==> src/rtl/corefifo_sync_pkg.sv <==
// -----------------------------------------------------------------------------
// corefifo_sync_pkg
// Shared types and elaboration-time helpers for the single-clock COREFIFO
// controller: parameter legality checks and the occupancy counter width.
// -----------------------------------------------------------------------------
package corefifo_sync_pkg;

    localparam int unsigned PIPE_MIN = 1;
    localparam int unsigned PIPE_MAX = 2;

    // Registered status flags kept together so they reset and update as one.
    typedef struct packed {
        logic full;
        logic empty;
        logic afull;
        logic aempty;
    } fifo_flags_t;

    // RAM read latency must be 1 (non-pipelined) or 2 (pipelined).
    function automatic bit pipe_ok(input int unsigned pipe);
        return (pipe >= PIPE_MIN) && (pipe <= PIPE_MAX);
    endfunction

    function automatic bit afull_ok(input int unsigned afull_val, input int unsigned awidth);
        return afull_val <= (32'd1 << awidth);
    endfunction

    function automatic bit aempty_ok(input int unsigned aempty_val, input int unsigned awidth);
        return aempty_val < (32'd1 << awidth);
    endfunction

    // Occupancy runs 0..DEPTH inclusive, so one bit wider than the address.
    function automatic int unsigned cnt_width(input int unsigned awidth);
        return awidth + 1;
    endfunction

endpackage

==> src/rtl/corefifo_sync_flags.sv <==
// -----------------------------------------------------------------------------
// corefifo_sync_flags
// Occupancy counter and status flags. Accept decisions come from the
// registered flags only, so no status output depends combinationally on
// WE/RE.
// Ports:
//   clk_i, rst_i             clock, asynchronous active-high reset
//   we_i, re_i               raw write/read requests
//   wacc_o, racc_o           accepted write/read (combinational, gated by reset)
//   full_o, empty_o,
//   afull_o, aempty_o        registered status flags
//   overflow_o, underflow_o  registered one-cycle rejection pulses
//   count_o                  registered occupancy 0..DEPTH
// -----------------------------------------------------------------------------
module corefifo_sync_flags
    import corefifo_sync_pkg::*;
#(
    parameter int unsigned AWIDTH     = 7,
    parameter int unsigned AFULL_VAL  = 120,
    parameter int unsigned AEMPTY_VAL = 8
) (
    input  logic                         clk_i,
    input  logic                         rst_i,
    input  logic                         we_i,
    input  logic                         re_i,
    output logic                         wacc_o,
    output logic                         racc_o,
    output logic                         full_o,
    output logic                         empty_o,
    output logic                         afull_o,
    output logic                         aempty_o,
    output logic                         overflow_o,
    output logic                         underflow_o,
    output logic [cnt_width(AWIDTH)-1:0] count_o
);

    localparam int unsigned CW = cnt_width(AWIDTH);
    localparam logic [CW-1:0] DEPTH_C  = CW'(2 ** AWIDTH);
    localparam logic [CW-1:0] AFULL_C  = CW'(AFULL_VAL);
    localparam logic [CW-1:0] AEMPTY_C = CW'(AEMPTY_VAL);

    fifo_flags_t      flags_q, flags_d;
    logic [CW-1:0]    count_q, count_d;
    logic             ovf_q, ovf_d;
    logic             udf_q, udf_d;
    logic             wacc, racc;

    // A full FIFO rejects writes even when a read drains it in the same cycle,
    // and an empty one rejects reads even alongside a write.
    assign wacc = we_i && !flags_q.full  && !rst_i;
    assign racc = re_i && !flags_q.empty && !rst_i;

    // Next occupancy and the flags derived from it.
    always_comb begin
        count_d        = count_q + CW'(wacc) - CW'(racc);
        flags_d.full   = (count_d == DEPTH_C);
        flags_d.empty  = (count_d == '0);
        flags_d.afull  = (count_d >= AFULL_C);
        flags_d.aempty = (count_d <= AEMPTY_C);
        ovf_d          = we_i && flags_q.full;
        udf_d          = re_i && flags_q.empty;
    end

    // Status registers.
    always_ff @(posedge clk_i or posedge rst_i) begin
        if (rst_i) begin
            count_q <= '0;
            flags_q <= '{full: 1'b0, empty: 1'b1, afull: 1'b0, aempty: 1'b1};
            ovf_q   <= 1'b0;
            udf_q   <= 1'b0;
        end else begin
            count_q <= count_d;
            flags_q <= flags_d;
            ovf_q   <= ovf_d;
            udf_q   <= udf_d;
        end
    end

    assign wacc_o      = wacc;
    assign racc_o      = racc;
    assign full_o      = flags_q.full;
    assign empty_o     = flags_q.empty;
    assign afull_o     = flags_q.afull;
    assign aempty_o    = flags_q.aempty;
    assign overflow_o  = ovf_q;
    assign underflow_o = udf_q;
    assign count_o     = count_q;

endmodule

==> src/rtl/corefifo_sync_ctrl.sv <==
// -----------------------------------------------------------------------------
// corefifo_sync_ctrl
// Single-clock FIFO controller in front of the LSRAM wrapper. Owns the
// read/write pointers and the read-valid pipeline; flags and occupancy live
// in corefifo_sync_flags.
// Ports:
//   clk_i, rst_i              clock, asynchronous active-high reset
//   we_i, data_i              write request and data
//   re_i                      read request
//   q_o, dvld_o               read data (straight from RAM) and its valid strobe
//   full_o, empty_o,
//   afull_o, aempty_o         registered status flags
//   overflow_o, underflow_o   registered rejection pulses
//   wrcnt_o                   registered occupancy 0..DEPTH
//   mem_w*_o, mem_r*_o        wrapper write/read port (combinational)
//   mem_rdata_i               wrapper read data
// -----------------------------------------------------------------------------
module corefifo_sync_ctrl
    import corefifo_sync_pkg::*;
#(
    parameter int unsigned WIDTH      = 32,
    parameter int unsigned AWIDTH     = 7,
    parameter int unsigned AFULL_VAL  = 120,
    parameter int unsigned AEMPTY_VAL = 8,
    parameter int unsigned PIPE       = 1
) (
    input  logic              clk_i,
    input  logic              rst_i,
    input  logic              we_i,
    input  logic [WIDTH-1:0]  data_i,
    input  logic              re_i,
    output logic [WIDTH-1:0]  q_o,
    output logic              dvld_o,
    output logic              full_o,
    output logic              empty_o,
    output logic              afull_o,
    output logic              aempty_o,
    output logic              overflow_o,
    output logic              underflow_o,
    output logic [AWIDTH:0]   wrcnt_o,
    output logic [WIDTH-1:0]  mem_wdata_o,
    output logic [AWIDTH-1:0] mem_waddr_o,
    output logic              mem_wen_o,
    output logic [AWIDTH-1:0] mem_raddr_o,
    output logic              mem_ren_o,
    input  logic [WIDTH-1:0]  mem_rdata_i
);

    // Reject illegal parameterisations at elaboration.
    if (!pipe_ok(PIPE)) begin : g_bad_pipe
        $error("corefifo_sync_ctrl: PIPE must be 1 or 2");
    end
    if (!afull_ok(AFULL_VAL, AWIDTH)) begin : g_bad_afull
        $error("corefifo_sync_ctrl: AFULL_VAL exceeds DEPTH");
    end
    if (!aempty_ok(AEMPTY_VAL, AWIDTH)) begin : g_bad_aempty
        $error("corefifo_sync_ctrl: AEMPTY_VAL must be below DEPTH");
    end

    logic              wacc, racc;
    logic [AWIDTH-1:0] wptr_q, wptr_d;
    logic [AWIDTH-1:0] rptr_q, rptr_d;
    logic [PIPE-1:0]   dv_q, dv_d;

    corefifo_sync_flags #(
        .AWIDTH     (AWIDTH),
        .AFULL_VAL  (AFULL_VAL),
        .AEMPTY_VAL (AEMPTY_VAL)
    ) u_flags (
        .clk_i       (clk_i),
        .rst_i       (rst_i),
        .we_i        (we_i),
        .re_i        (re_i),
        .wacc_o      (wacc),
        .racc_o      (racc),
        .full_o      (full_o),
        .empty_o     (empty_o),
        .afull_o     (afull_o),
        .aempty_o    (aempty_o),
        .overflow_o  (overflow_o),
        .underflow_o (underflow_o),
        .count_o     (wrcnt_o)
    );

    // Pointers wrap naturally at DEPTH; the valid pipe shifts in each accepted
    // read so DVLD lines up with the RAM's PIPE-cycle read latency.
    always_comb begin
        wptr_d = wptr_q + AWIDTH'(wacc);
        rptr_d = rptr_q + AWIDTH'(racc);
        dv_d   = PIPE'({dv_q, racc});
    end

    // Pointer and valid-pipe registers; reset drops reads in flight.
    always_ff @(posedge clk_i or posedge rst_i) begin
        if (rst_i) begin
            wptr_q <= '0;
            rptr_q <= '0;
            dv_q   <= '0;
        end else begin
            wptr_q <= wptr_d;
            rptr_q <= rptr_d;
            dv_q   <= dv_d;
        end
    end

    assign mem_wen_o   = wacc;
    assign mem_waddr_o = wptr_q;
    assign mem_wdata_o = data_i;
    assign mem_ren_o   = racc;
    assign mem_raddr_o = rptr_q;
    assign q_o         = mem_rdata_i;
    assign dvld_o      = dv_q[PIPE-1];

endmodule
==> config.mk <==
export PLATFORM = sky130hd
export DESIGN_NAME = corefifo_sync_ctrl
export DESIGN_NICKNAME = d
export VERILOG_FILES = /design/src/rtl/corefifo_sync_pkg.sv /design/src/rtl/corefifo_sync_flags.sv /design/src/rtl/corefifo_sync_ctrl.sv
export SDC_FILE = /design/constraint.sdc
export NUM_CORES = 1
export LEC_CHECK = 0
export ABC_AREA = 1
export BUFFER_PORTS_ARGS = -buffer_cell sky130_fd_sc_hd__buf_2
export CORE_ASPECT_RATIO = 1.4
export CORE_MARGIN = 5
export CORE_UTILIZATION = 44
export CTS_BUF_LIST = sky130_fd_sc_hd__clkbuf_8
export CTS_CLUSTER_SIZE = 12
export DETAILED_ROUTE_END_ITERATION = 7
export PLACE_DENSITY = 0.88
export SLEW_MARGIN = 5
export SYNTH_ARGS = -nofsm -noshare
export SYNTH_HDL_FRONTEND = slang
export SYNTH_HIERARCHICAL = 1
export SYNTH_SLANG_ARGS = --single-unit
==> constraint.sdc <==
create_clock -name clk_i -period 3.3 [get_ports clk_i]
set_clock_uncertainty 0.05 [all_clocks]
set_input_delay 0 -clock clk_i [delete_from_list [all_inputs] [get_ports clk_i]]
set_output_delay 0 -clock clk_i [all_outputs]
set_load 0.02 [all_outputs]
== Word level (Yosys, flattened, before mapping) ==
Index checks and enable logic that the tools add are counted.
Word-level totals
  register bits: 29
  input port bits: 68
  output and inout bits: 95
  word-level logic and storage cells: 27
Cells by class
  add/subtract/negate cells: 4
  magnitude comparators: 2
  eq/ne operators: 1
  reduce and logical (&&, ||, !) cells: 10
Operators by type and width (count)
  7-bit by 1-bit adder with 7-bit output: 2
  8-bit by 1-bit adder with 8-bit output: 1
  8-bit == test (second input constant): 1
  8-bit by 7-bit >= comparator with 1-bit output (second input constant): 1
  8-bit by 4-bit less-or-equal comparator with 1-bit output (second input constant): 1
  8-bit logical NOT: 1
  8-bit by 1-bit subtractor with 8-bit output: 1
  1-bit logical AND: 6
  1-bit logical NOT: 3

== Logic depth before layout (Yosys ltp) ==
Gate-level depths: netlist of the first run.
  depth after elaboration: 6
  depth in mapped cells: 15
  gate-level depth less buffers: 15

== Hierarchy ==
Netlist of the first run, hierarchy kept.
By module, submodules not included
  corefifo_sync_ctrl: times used 1, cells an instance 128, area an instance 1129.8 µm², seq. area each 375.4 µm²
  corefifo_sync_flags: times used 1, cells an instance 122, area an instance 978.4 µm², seq. area each 352.8 µm²

== Least setup slack after synthesis of the first run ==
OpenSTA, ideal clock, no wires.
  path kind: register to register
  start point: register u_flags.flags_q (netlist bit u_flags/full_o)
  end point: register u_flags.flags_q (netlist bit u_flags/empty_o)
  setup time: 67 ps
  data arrival time: 2331 ps
  required time: 3183 ps
  path slack: 852 ps
  stages on the path, launching flop included: 9
  path buffers: 0
  clock period less this slack: 2448 ps
  cell sequence: dfrtp_1 -> nor3b_1 -> ha_1 -> fa_1 -> nor2_1 -> nand2_1 -> nor2_2 -> nand2_1 -> nor2_1
RTL lines
  start, declared: line corefifo_sync_flags.sv:42  | fifo_flags_t flags_q, flags_d;
  start signal, assigned: line corefifo_sync_flags.sv:68  | flags_q <= '{full: 1'b0, empty: 1'b1, afull: 1'b0, aempty: 1'b1};
  start signal, assigned: line corefifo_sync_flags.sv:73  | flags_q <= flags_d;

==> results of run 1 <==
[synthesized netlist by cell type]
cell type   n  area [um2]
buf_4      64       480.5
inv_1      38       142.6
nand2_1    38       142.6
dfrtp_1    27       675.7
nand3_1    15       75.07
nand2_2    13       81.33
ha_1       12       150.1
nor2_1     11       41.29
nand3_2     6       60.06
xor2_1      5       43.79
o21bai_1    4       30.03
xnor2_1     3       26.28
a21oi_1     2       10.01
dfstp_2     2       52.55
nand2_4     2       22.52
nor2_2      2       12.51
a21oi_2     1       8.760
fa_1        1       20.02
inv_2       1       3.750
nand4_2     1       12.51
nor3b_1     1       7.510
or2_4       1       8.760
[metal layers]
| layer | routed length, um | up-vias | share of wire | global-route usage |
|---|---|---|---|---|
| met2 | 2901 | 117 | 0.55 | 0.3195 |
| met5 | 0 | - | 0 | 0 |
| met3 | 563 | 6 | 0.11 | 0.04401 |
| met1 | 1752 | 776 | 0.33 | 0.1516 |
| met4 | 63 | 0 | 0.012 | 0.04975 |
| li1 | - | 786 | - | - |
[power by group through the flow]
stage	combinational [mW]	clock, mW	sequential (mW)
after floorplan	1.15	0	0.803
after global placement	1.53	0	0.637
after detailed placement	1.59	0	0.641
after CTS	1.73	0.298	0.636
after global routing	1.92	0.317	0.661
final	1.73	0.289	0.639
[per-stage QoR]
step / setup slack [ps] / hold slack, ps / area, um2 / utilization / total power, mW
final: 856.5 / 297.3 / 2644 / 0.5737 / 2.654
after global routing: 637.9 / 323.6 / 2644 / 0.5737 / 2.900
after CTS: 837.4 / 305.2 / 2644 / 0.5737 / 2.663
after detailed placement: 916.2 / -49.86 / 1883 / 0.4086 / 2.227
after global placement: 1053 / -49.86 / 1883 / 0.4086 / 2.169
after floorplan: 851.6 / -154.2 / 2108 / - / 1.954
[flip-flops by register name, summed over array words and instances, names as in the netlist]
| register | flops |
|---|---|
| u_flags/aempty_o | 1 |
| mem_waddr_o | 7 |
| u_flags/afull_o | 1 |
| u_flags/full_o | 1 |
| mem_raddr_o | 7 |
| dvld_o | 1 |
| u_flags/count_o | 8 |
| u_flags/overflow_o | 1 |
| u_flags/underflow_o | 1 |
| u_flags/empty_o | 1 |
[area by class of cell]
class / instances / area, um2
inverters: 39 / 146.4
multi-input cells: 118 / 753.2
well taps: 62 / 77.57
clock buffers: 6 / 82.58
fillers: 398 / 1964
repair buffers: 102 / 848.3
clock inverters: 2 / 7.507
flip-flops and latches: 29 / 728.2
[logic make-up after synthesis]
family          Yosys count  share of synthesized area
compound gates            7                    0.02315
fa+ha+maj                13                    0.08071
buf+inv                 103                     0.2973
flops                    29                     0.3454
simple gates             90                     0.2202
xor+xnor                  8                    0.03324
[how the worst min path moves through the flow]
| stage | from | end | slack (ps) | depth (start not counted) |
|---|---|---|---|---|
| after floorplan | rst_i | u_flags/afull_o | -150 | 1 |
| after global placement | data_i[15] | mem_wdata_o[15] | -50 | 0 |
| after detailed placement | data_i[15] | mem_wdata_o[15] | -50 | 0 |
| after CTS | rst_i | u_flags/count_o[1] | 310 | 4 |
| after global routing | rst_i | u_flags/count_o[1] | 320 | 4 |
| final | rst_i | u_flags/count_o[1] | 300 | 4 |
[worst max-delay path, cell delays in order]
cell and delay, ps:
dlygate4sd3_1 540, buf_2 140, inv_1 70, nand2_1 50, nor2_1 240, ha_1 290, inv_1 60, ha_1 220
fa_1 480, nor2_1 130, nand2_1 90, nor2_2 120, nand3_2 90, nor2_2 70
==> results.json, run 1 <==
{
  "required_ps": 3450,
  "hold_path_class": "primary input to async pin",
  "rsz0062_at_grt": "no",
  "setup_violations": 0,
  "critPathMaxFanout": 4,
  "reg2reg_to": "u_flags/afull_o",
  "reg2regPathDepth": 12,
  "clock_path_buffers": 2,
  "worstMarginPinSlew_ps": 555.3,
  "synth_warnings": 6,
  "place.gp.congestion": 0.8328,
  "die_h_um": 91.91,
  "fin_crit_ps": 2443,
  "ff2ff_setup_slack_ps": 900,
  "cp-start-kind": "primary input",
  "layout.nets": 376,
  "first_global_vias": 1806,
  "critical_path.startpoint": "rst_i",
  "grt_pass1_wl_um": 7955,
  "cts.htree.levels": 2,
  "layout-drive-gt1-share": 0.2365,
  "switchingPower_mw": 1.370,
  "drv_cap": 0,
  "num_rows": 29,
  "power_frac_clock": 0.109,
  "grt_max_degree": 16,
  "die_w_um": 68.50,
  "ios": 163,
  "p_seq_frac": 0.241,
  "core_mm2": 0.004608,
  "ctsResizeCount": 0,
  "drt_first_pass_iters": 4,
  "gr-usage-all-layers": 0.1624,
  "path_class": "primary input to register",
  "path_clk_slew_ps": 60,
  "portBuffers": 34,
  "cts_setup_buffers": 0,
  "wl_per_cell_um": 14.75,
  "ys_ff_latch": 29,
  "area_growth_pct": 25.40,
  "fin_cells": 358,
  "clk_latency_ps": 270,
  "critPathArrivalTime_ps": 2600,
  "via_per_inst": 4.707,
  "slew_viol_final": 0,
  "routed_wl_um": 5282,
  "final_common_cell": "dlygate4sd3_1",
  "min_period_over_period": 0.7404,
  "cts_inserted_buffers": 5,
  "reg2reg_from": "u_flags/empty_o",
  "crit_path_end": "u_flags/full_o",
  "synthCells": 250,
  "diodes": 0,
  "ir_worst_vdd_mv": 0.6835,
  "antenna_found_initial": 0,
  "dpl.hpwl_um": 3033,
  "drtIter0Drc": 72,
  "drtAntennaViolNets": 0,
  "timing_hold_violations_final": 0,
  "start_util": 0.4575,
  "endpoint_kind": "register",
  "overflow": 0,
  "switching_share": 0.5163,
  "clock-sinks": 29,
  "leakage_nw": 1.391,
  "cts_root_buffer": "clkbuf_8",
  "yosysUniqueCellTypes": 22,
  "pwr-share-comb": 0.650,
  "drcViolationCount": 0,
  "hold_buffers": 67,
  "dp_cells": 283,
  "dieArea_mm2": 0.006295,
  "max_slew_margin": 0.6294,
  "finalSetupTns_ps": 0,
  "syn_avg_cell_area_um2": 8.433,
  "cts_tree": "yes",
  "intPower_mw": 1.284,
  "netlist_area_mm2": 0.002108,
  "vias": 1685,
  "final_cell_mix": "67 x dlygate4sd3_1, 40 x inv_1, 38 x nand2_1",
  "synth-seq-area-share": 0.3454,
  "status": "finished clean",
  "synthesis.nets": 331,
  "powerDensity_mw_per_mm2": 1004,
  "fmaxAchievable_mhz": 409.3
}
Note: power is estimated with default switching activity, not from simulation.
==> run 2, diff against run 1 <==
--- a/config.mk
+++ b/config.mk
@@ -9,11 +9,11 @@
 export BUFFER_PORTS_ARGS = -buffer_cell sky130_fd_sc_hd__buf_2
 export CORE_ASPECT_RATIO = 1.4
 export CORE_MARGIN = 5
-export CORE_UTILIZATION = 44
+export CORE_UTILIZATION = 37
 export CTS_BUF_LIST = sky130_fd_sc_hd__clkbuf_8
 export CTS_CLUSTER_SIZE = 12
 export DETAILED_ROUTE_END_ITERATION = 7
-export PLACE_DENSITY = 0.88
+export PLACE_DENSITY = 0.79
 export SLEW_MARGIN = 5
 export SYNTH_ARGS = -nofsm -noshare
 export SYNTH_HDL_FRONTEND = slang
==> constraint.sdc (replaced) <==
create_clock -name clk_i -period 2.2 [get_ports clk_i]
set_clock_uncertainty 0.05 [all_clocks]
set_input_delay 0 -clock clk_i [delete_from_list [all_inputs] [get_ports clk_i]]
set_output_delay 0 -clock clk_i [all_outputs]
set_load 0.02 [all_outputs]
==> results.json, run 2 (synthesis gave the netlist of run 1 again) <==
{
  "rsz0062_at_grt": "yes",
  "critPathMaxFanout": 4,
  "pwr-share-comb": 0.633,
  "num_rows": 32,
  "cp_top_family": "adder cells",
  "grt_max_degree": 16,
  "path_clk_slew_ps": 60,
  "intPower_mw": 2.067,
  "min_from": "rst_i",
  "hold_path_class": "primary input to register",
  "ios": 163,
  "ir_worst_vdd_mv": 0.8985,
  "dieArea_mm2": 0.007329,
  "placed_area_mm2": 0.001923,
  "final_common_cell": "dlygate4sd3_1",
  "drcViolationCount": 0,
  "via_per_inst": 4.622,
  "power_frac_clock": 0.135,
  "cts_inserted_buffers": 5,
  "finalInstanceArea_mm2": 0.002743,
  "routed_wl_um": 5283,
  "clock-sinks": 29,
  "fin_crit_ps": 2181,
  "place.gp.congestion": 0.8531,
  "worst-path-buf-inv": 1,
  "required_ps": 2370,
  "leakage_nw": 1.422,
  "timing_hold_violations_final": 0,
  "cts_tree": "yes",
  "final_cell_mix": "68 x dlygate4sd3_1, 39 x inv_1, 38 x nand2_1",
  "drt_first_pass_iters": 4,
  "final_core_util": 0.4964,
  "reg2reg_from": "u_flags/empty_o",
  "die_w_um": 73.80,
  "multi_input_area_um2": 785.8,
  "cts.htree.levels": 2,
  "seq_area_um2": 728.2,
  "clk_latency_ps": 270,
  "clock_path_buffers": 2,
  "largest_reg_flops": 8,
  "grt_pass1_wl_um": 8010,
  "worstMarginPinSlew_ps": 592.5,
  "slowest_delay_ps": 550,
  "min_period_over_period": 0.9915,
  "core_mm2": 0.005525,
  "wl_per_cell_um": 14.36,
  "powerDensity_mw_per_mm2": 1513,
  "area_growth_pct": 30.09,
  "path_cells": "nor2_4 > ha_1 > inv_1 > ha_2 > fa_2 > nand2_1 > nand2_2 > nand3_1 > nand2_2 > a21oi_1 > nand3_1 > nand2_1",
  "critical_path.startpoint": "u_flags/empty_o",
  "vias": 1701,
  "drtAntennaViolNets": 0,
  "total_power_mw": 4.149,
  "cp-start-kind": "register",
  "die_h_um": 99.32,
  "start_util": 0.3816,
  "portBuffers": 34,
  "fmaxAchievable_mhz": 458.4,
  "critPathArrivalTime_ps": 2350,
  "num-fill-cells": 497,
  "p_seq_frac": 0.232,
  "layout-drive-gt1-share": 0.2667,
  "cts_root_buffer": "clkbuf_8",
  "first_global_vias": 1777,
  "layout.nets": 380,
  "dpl.hpwl_um": 3333,
  "drv_cap": 0,
  "diodes": 0,
  "endpoint_kind": "register",
  "overflow": 0,
  "slew_viol_final": 0,
  "drtIter0Drc": 27,
  "path_class": "register to register",
  "switching_share": 0.5017,
  "switchingPower_mw": 2.082,
  "status": "finished clean",
  "antenna_found_initial": 0,
  "max_slew_margin": 0.6045,
  "setup_violations": 0,
  "gr-usage-all-layers": 0.1376,
  "slowest_stage": "dfstp_2"
}
-- run 2: power groups by stage --
stage	clock network, mW	logic [mW]	registers (mW)
3_5_place_dp	0	2.39	0.966
5_1_grt	0.604	2.94	0.999
3_3_place_gp	0	2.31	0.964
2_1_floorplan	0	1.73	1.21
6_report	0.559	2.63	0.962
4_1_cts	0.579	2.59	0.959
-- run 2: through the flow --
step                TNS (ps)  hold WS [ps]  setup slack [ps]  std cells
floorplan                  0        -154.2             3.620        250
global placement           0        -49.86             79.88        291
detailed placement         0        -49.86             18.92        291
CTS                        0         141.6             5.530        368
global route          -352.6         174.5            -119.2        368
finish                     0         149.7             18.70        368
-- run 2: timing repair --
action / in CTS / in global routing
hold endpoints to repair: 95 / 0
setup buffers: 1 / 0
resized for setup: 0 / 3
pin swaps: 0 / 2
hold buffers: 68 / 0
setup endpoints to repair: 1 / 4
-- run 2: layout make-up --
| class | count | share of cell area |
|---|---|---|
| Timing Repair Buffer | 106 | 0.3212 |
| Multi-Input combinational cell | 118 | 0.2865 |
| Clock inverter | 2 | 0.01232 |
| Tap cell | 68 | 0.03102 |
| Sequential cell | 29 | 0.2655 |
| Inverter | 39 | 0.05338 |
| Clock buffer | 6 | 0.03011 |
-- run 2: final timing paths --
path,to,slack [ps],depth (start not counted)
hold / removal,mem_waddr_o[0],150,3
min in group asynchronous,u_flags/count_o[1],270,4
hold reg to reg,mem_waddr_o[0],460,1
max in group asynchronous,mem_waddr_o[4],1390,3
setup / recovery,u_flags/afull_o,20,12
setup reg to reg,u_flags/afull_o,20,12
-- run 2: layer usage --
layer | GRT usage | up-vias | wire (um)
li1 | - | 795 | -
met1 | 0.1367 | 762 | 1729
met2 | 0.2678 | 136 | 2867
met3 | 0.03438 | 8 | 601
met4 | 0.04184 | 0 | 84
met5 | 0 | - | 0
-- run 2: worst min-delay path, delay by kind of cell --
kind / cells / cell delay [ps]
adder cells (fa/ha/maj): 1 / 270
buffers and inverters: 1 / 110
AND/OR/NAND/NOR: 1 / 60
==> run 3, diff against run 2 <==
--- a/config.mk
+++ b/config.mk
@@ -13,9 +13,8 @@
 export CTS_BUF_LIST = sky130_fd_sc_hd__clkbuf_8
 export CTS_CLUSTER_SIZE = 12
 export DETAILED_ROUTE_END_ITERATION = 7
-export PLACE_DENSITY = 0.79
+export PLACE_DENSITY = 0.8
 export SLEW_MARGIN = 5
 export SYNTH_ARGS = -nofsm -noshare
 export SYNTH_HDL_FRONTEND = slang
-export SYNTH_HIERARCHICAL = 1
 export SYNTH_SLANG_ARGS = --single-unit
==> results.json, run 3 <==
{
  "routed_wl_um": 4643,
  "gr-usage-all-layers": 0.1275,
  "worstMarginPinSlew_ps": 370.0,
  "die_w_um": 72.65,
  "multi_input_area_um2": 739.5,
  "whs_ps": 231.5,
  "synth_area_leaders": "dfrtp_1 33%, buf_4 24%, inv_1 6.3%",
  "reg2regPathDepth": 18,
  "leakage_nw": 1.404,
  "worstHoldPathCells": 6,
  "cp-start-kind": "register",
  "powerDensity_mw_per_mm2": 1466,
  "synth-seq-area-share": 0.3582,
  "fmaxAchievable_mhz": 465.9,
  "synthArstFlopShare": 1.000,
  "grt_max_degree": 30,
  "path_clk_slew_ps": 60,
  "area_growth_pct": 33.54,
  "critPathMaxFanout": 3,
  "cts_inserted_buffers": 5,
  "core_mm2": 0.005445,
  "antenna_found_initial": 0,
  "dp_cells": 276,
  "drtIter0Drc": 22,
  "slowest_stage": "dfstp_2",
  "final_core_util": 0.4986,
  "hold_path_class": "primary input to register",
  "ff2ff_setup_slack_ps": 50,
  "synth_largest_area_cell": "dfrtp_1",
  "yosysUniqueCellTypes": 23,
  "final_cell_mix": "68 x dlygate4sd3_1, 34 x buf_2, 31 x inv_1",
  "status": "finished clean",
  "path_cells": "nor3_4 > inv_2 > nor2_4 > inv_2 > nand2_2 > ha_4 > inv_2 > fa_2 > inv_2 > nand2_2 > nand2_4 > nand3_2 > nand2_1 > nand2_1 > nand2_2 > inv_2 > nand3_2 > nand2_1",
  "path_class": "register to register",
  "drcViolationCount": 0,
  "portBuffers": 34,
  "cts.htree.levels": 2,
  "clk_latency_ps": 280,
  "clock_path_buffers": 2,
  "synthCells": 231,
  "seq_area_um2": 728.2,
  "synth_edf_count": 0,
  "layout-drive-gt1-share": 0.3229,
  "fin_cells": 356,
  "cts_tree": "yes",
  "first_global_vias": 1664,
  "ios": 163,
  "grt_pass1_wl_um": 7134,
  "final_common_cell": "dlygate4sd3_1",
  "required_ps": 2320,
  "synth.most_common_cell": "buf_4",
  "timing_hold_violations_final": 0,
  "clock-sinks": 29,
  "cp_top_family": "simple AND/OR/NAND/NOR gates",
  "die_h_um": 97.71,
  "num-fill-cells": 517,
  "num_rows": 32,
  "overflow": 0,
  "dpl_worst_slack_ps": -44.14,
  "drtAntennaViolNets": 0,
  "endpoint_kind": "register",
  "critPathArrivalTime_ps": 2260,
  "start_util": 0.3734,
  "reg2reg_to": "u_flags.afull_o",
  "total_power_mw": 3.981,
  "dieArea_mm2": 0.007099,
  "via_per_inst": 4.447,
  "syn_avg_cell_area_um2": 8.802,
  "crit_top_cell": "inv_2",
  "synthesis.nets": 310,
  "yosys_most_used_dff": "dfrtp_1",
  "yosys-top-cells-count": "64 x buf_4, 34 x inv_1, 31 x nand2_1, 27 x dfrtp_1",
  "yosys.area.top_type_share": 0.3323,
  "ys_ff_latch": 29,
  "ir_worst_vdd_mv": 0.8262,
  "drt_first_pass_iters": 4,
  "vias": 1583,
  "slowest_delay_ps": 380,
  "slew_viol_final": 0,
  "dpl.hpwl_um": 2845,
  "hold_end": "u_flags.count_o[0]",
  "worst_slack_ps": 53.78,
  "cts_root_buffer": "clkbuf_8",
  "netlist_area_mm2": 0.002033,
  "drv_cap": 0,
  "largest_reg_flops": 8,
  "worst-path-buf-inv": 5,
  "min_from": "rst_i",
  "layout.nets": 366,
  "place.gp.congestion": 0.7764,
  "synth_warnings": 0,
  "wl_per_cell_um": 13.04,
  "rsz0062_at_grt": "yes",
  "diodes": 0,
  "min_period_over_period": 0.9756,
  "max_slew_margin": 0.7533,
  "fin_crit_ps": 2146,
  "reg2reg_from": "u_flags.empty_o",
  "setup_violations": 0
}
## run 3: final cells by class
type | instances | area share
sequential | 29 | 0.2682
clock inverter | 2 | 0.002765
timing repair buffer | 113 | 0.3438
clock buffer | 6 | 0.03041
multi-input combinational | 102 | 0.2724
inverter | 36 | 0.05115
tap | 68 | 0.03134
## run 3: worst max path at each step
stage	from	end	slack, ps	cells after the start
after floorplan	u_flags.empty_o	u_flags.afull_o	-200	18
after global placement	u_flags.empty_o	u_flags.full_o	50	14
after detailed placement	u_flags.empty_o	u_flags.afull_o	-40	17
after CTS	u_flags.empty_o	u_flags.aempty_o	7	15
after global routing	u_flags.empty_o	u_flags.aempty_o	-110	17
final	u_flags.empty_o	u_flags.afull_o	50	18
## run 3: logic make-up (layout without fill, tap and decap cells)
group | count (synthesis) | after routing | synth area share
XOR/XNOR | 12 | 12 | 0.05169
AO/OA/AOI/OAI | 3 | 3 | 0.009232
adder cells (fa/ha/maj) | 11 | 11 | 0.07139
AND/OR/NAND/NOR | 76 | 76 | 0.2068
buffers and inverters | 100 | 157 | 0.3028
flip-flops | 29 | 29 | 0.3582
## run 3: worst reg2reg max path: stages (launching register included)
cell,delay (ps)
dfstp_2,380
nor3_4,140
inv_2,80
nor2_4,120
inv_2,50
nand2_2,70
ha_4,140
inv_2,40
fa_2,340
inv_2,60
nand2_2,60
nand2_4,80
nand3_2,70
nand2_1,60
nand2_1,60
nand2_2,90
inv_2,50
nand3_2,50
nand2_1,50
## run 3: power breakdown
group	leakage, nW	switching [mW]	internal [mW]	total (mW)
Sequential	0.343	0.190	0.778	0.968
Combinational	1.01	1.64	0.939	2.58
Clock	0.0538	0.186	0.245	0.430
## run 3: stage by stage
stage | TNS, ps | cell area (um2)
detailed placement | -114.1 | 1887
global route | -428.3 | 2715
floorplan | -943.9 | 2059
CTS | 0 | 2683
finish | 0 | 2715
global placement | 0 | 1887
## run 3: timing repair
action / 4_1_cts / 5_1_grt
gates resized for setup: 1 / 7
setup buffers: 3 / 1
hold buffers: 68 / 0
endpoints found under the hold margin: 93 / 0
endpoints found under the setup margin: 4 / 6
pin swaps: 2 / 1
## run 3: routing by layer
metal  vias to the layer above  global-route usage  part of all wire  wire (um)
li1                        745                   -                 -          -
met5                         -                   0                 0          0
met1                       720              0.1297              0.34       1594
met2                       113              0.2239              0.51       2360
met4                         0             0.05540             0.018         83
met3                         5             0.05072              0.13        605
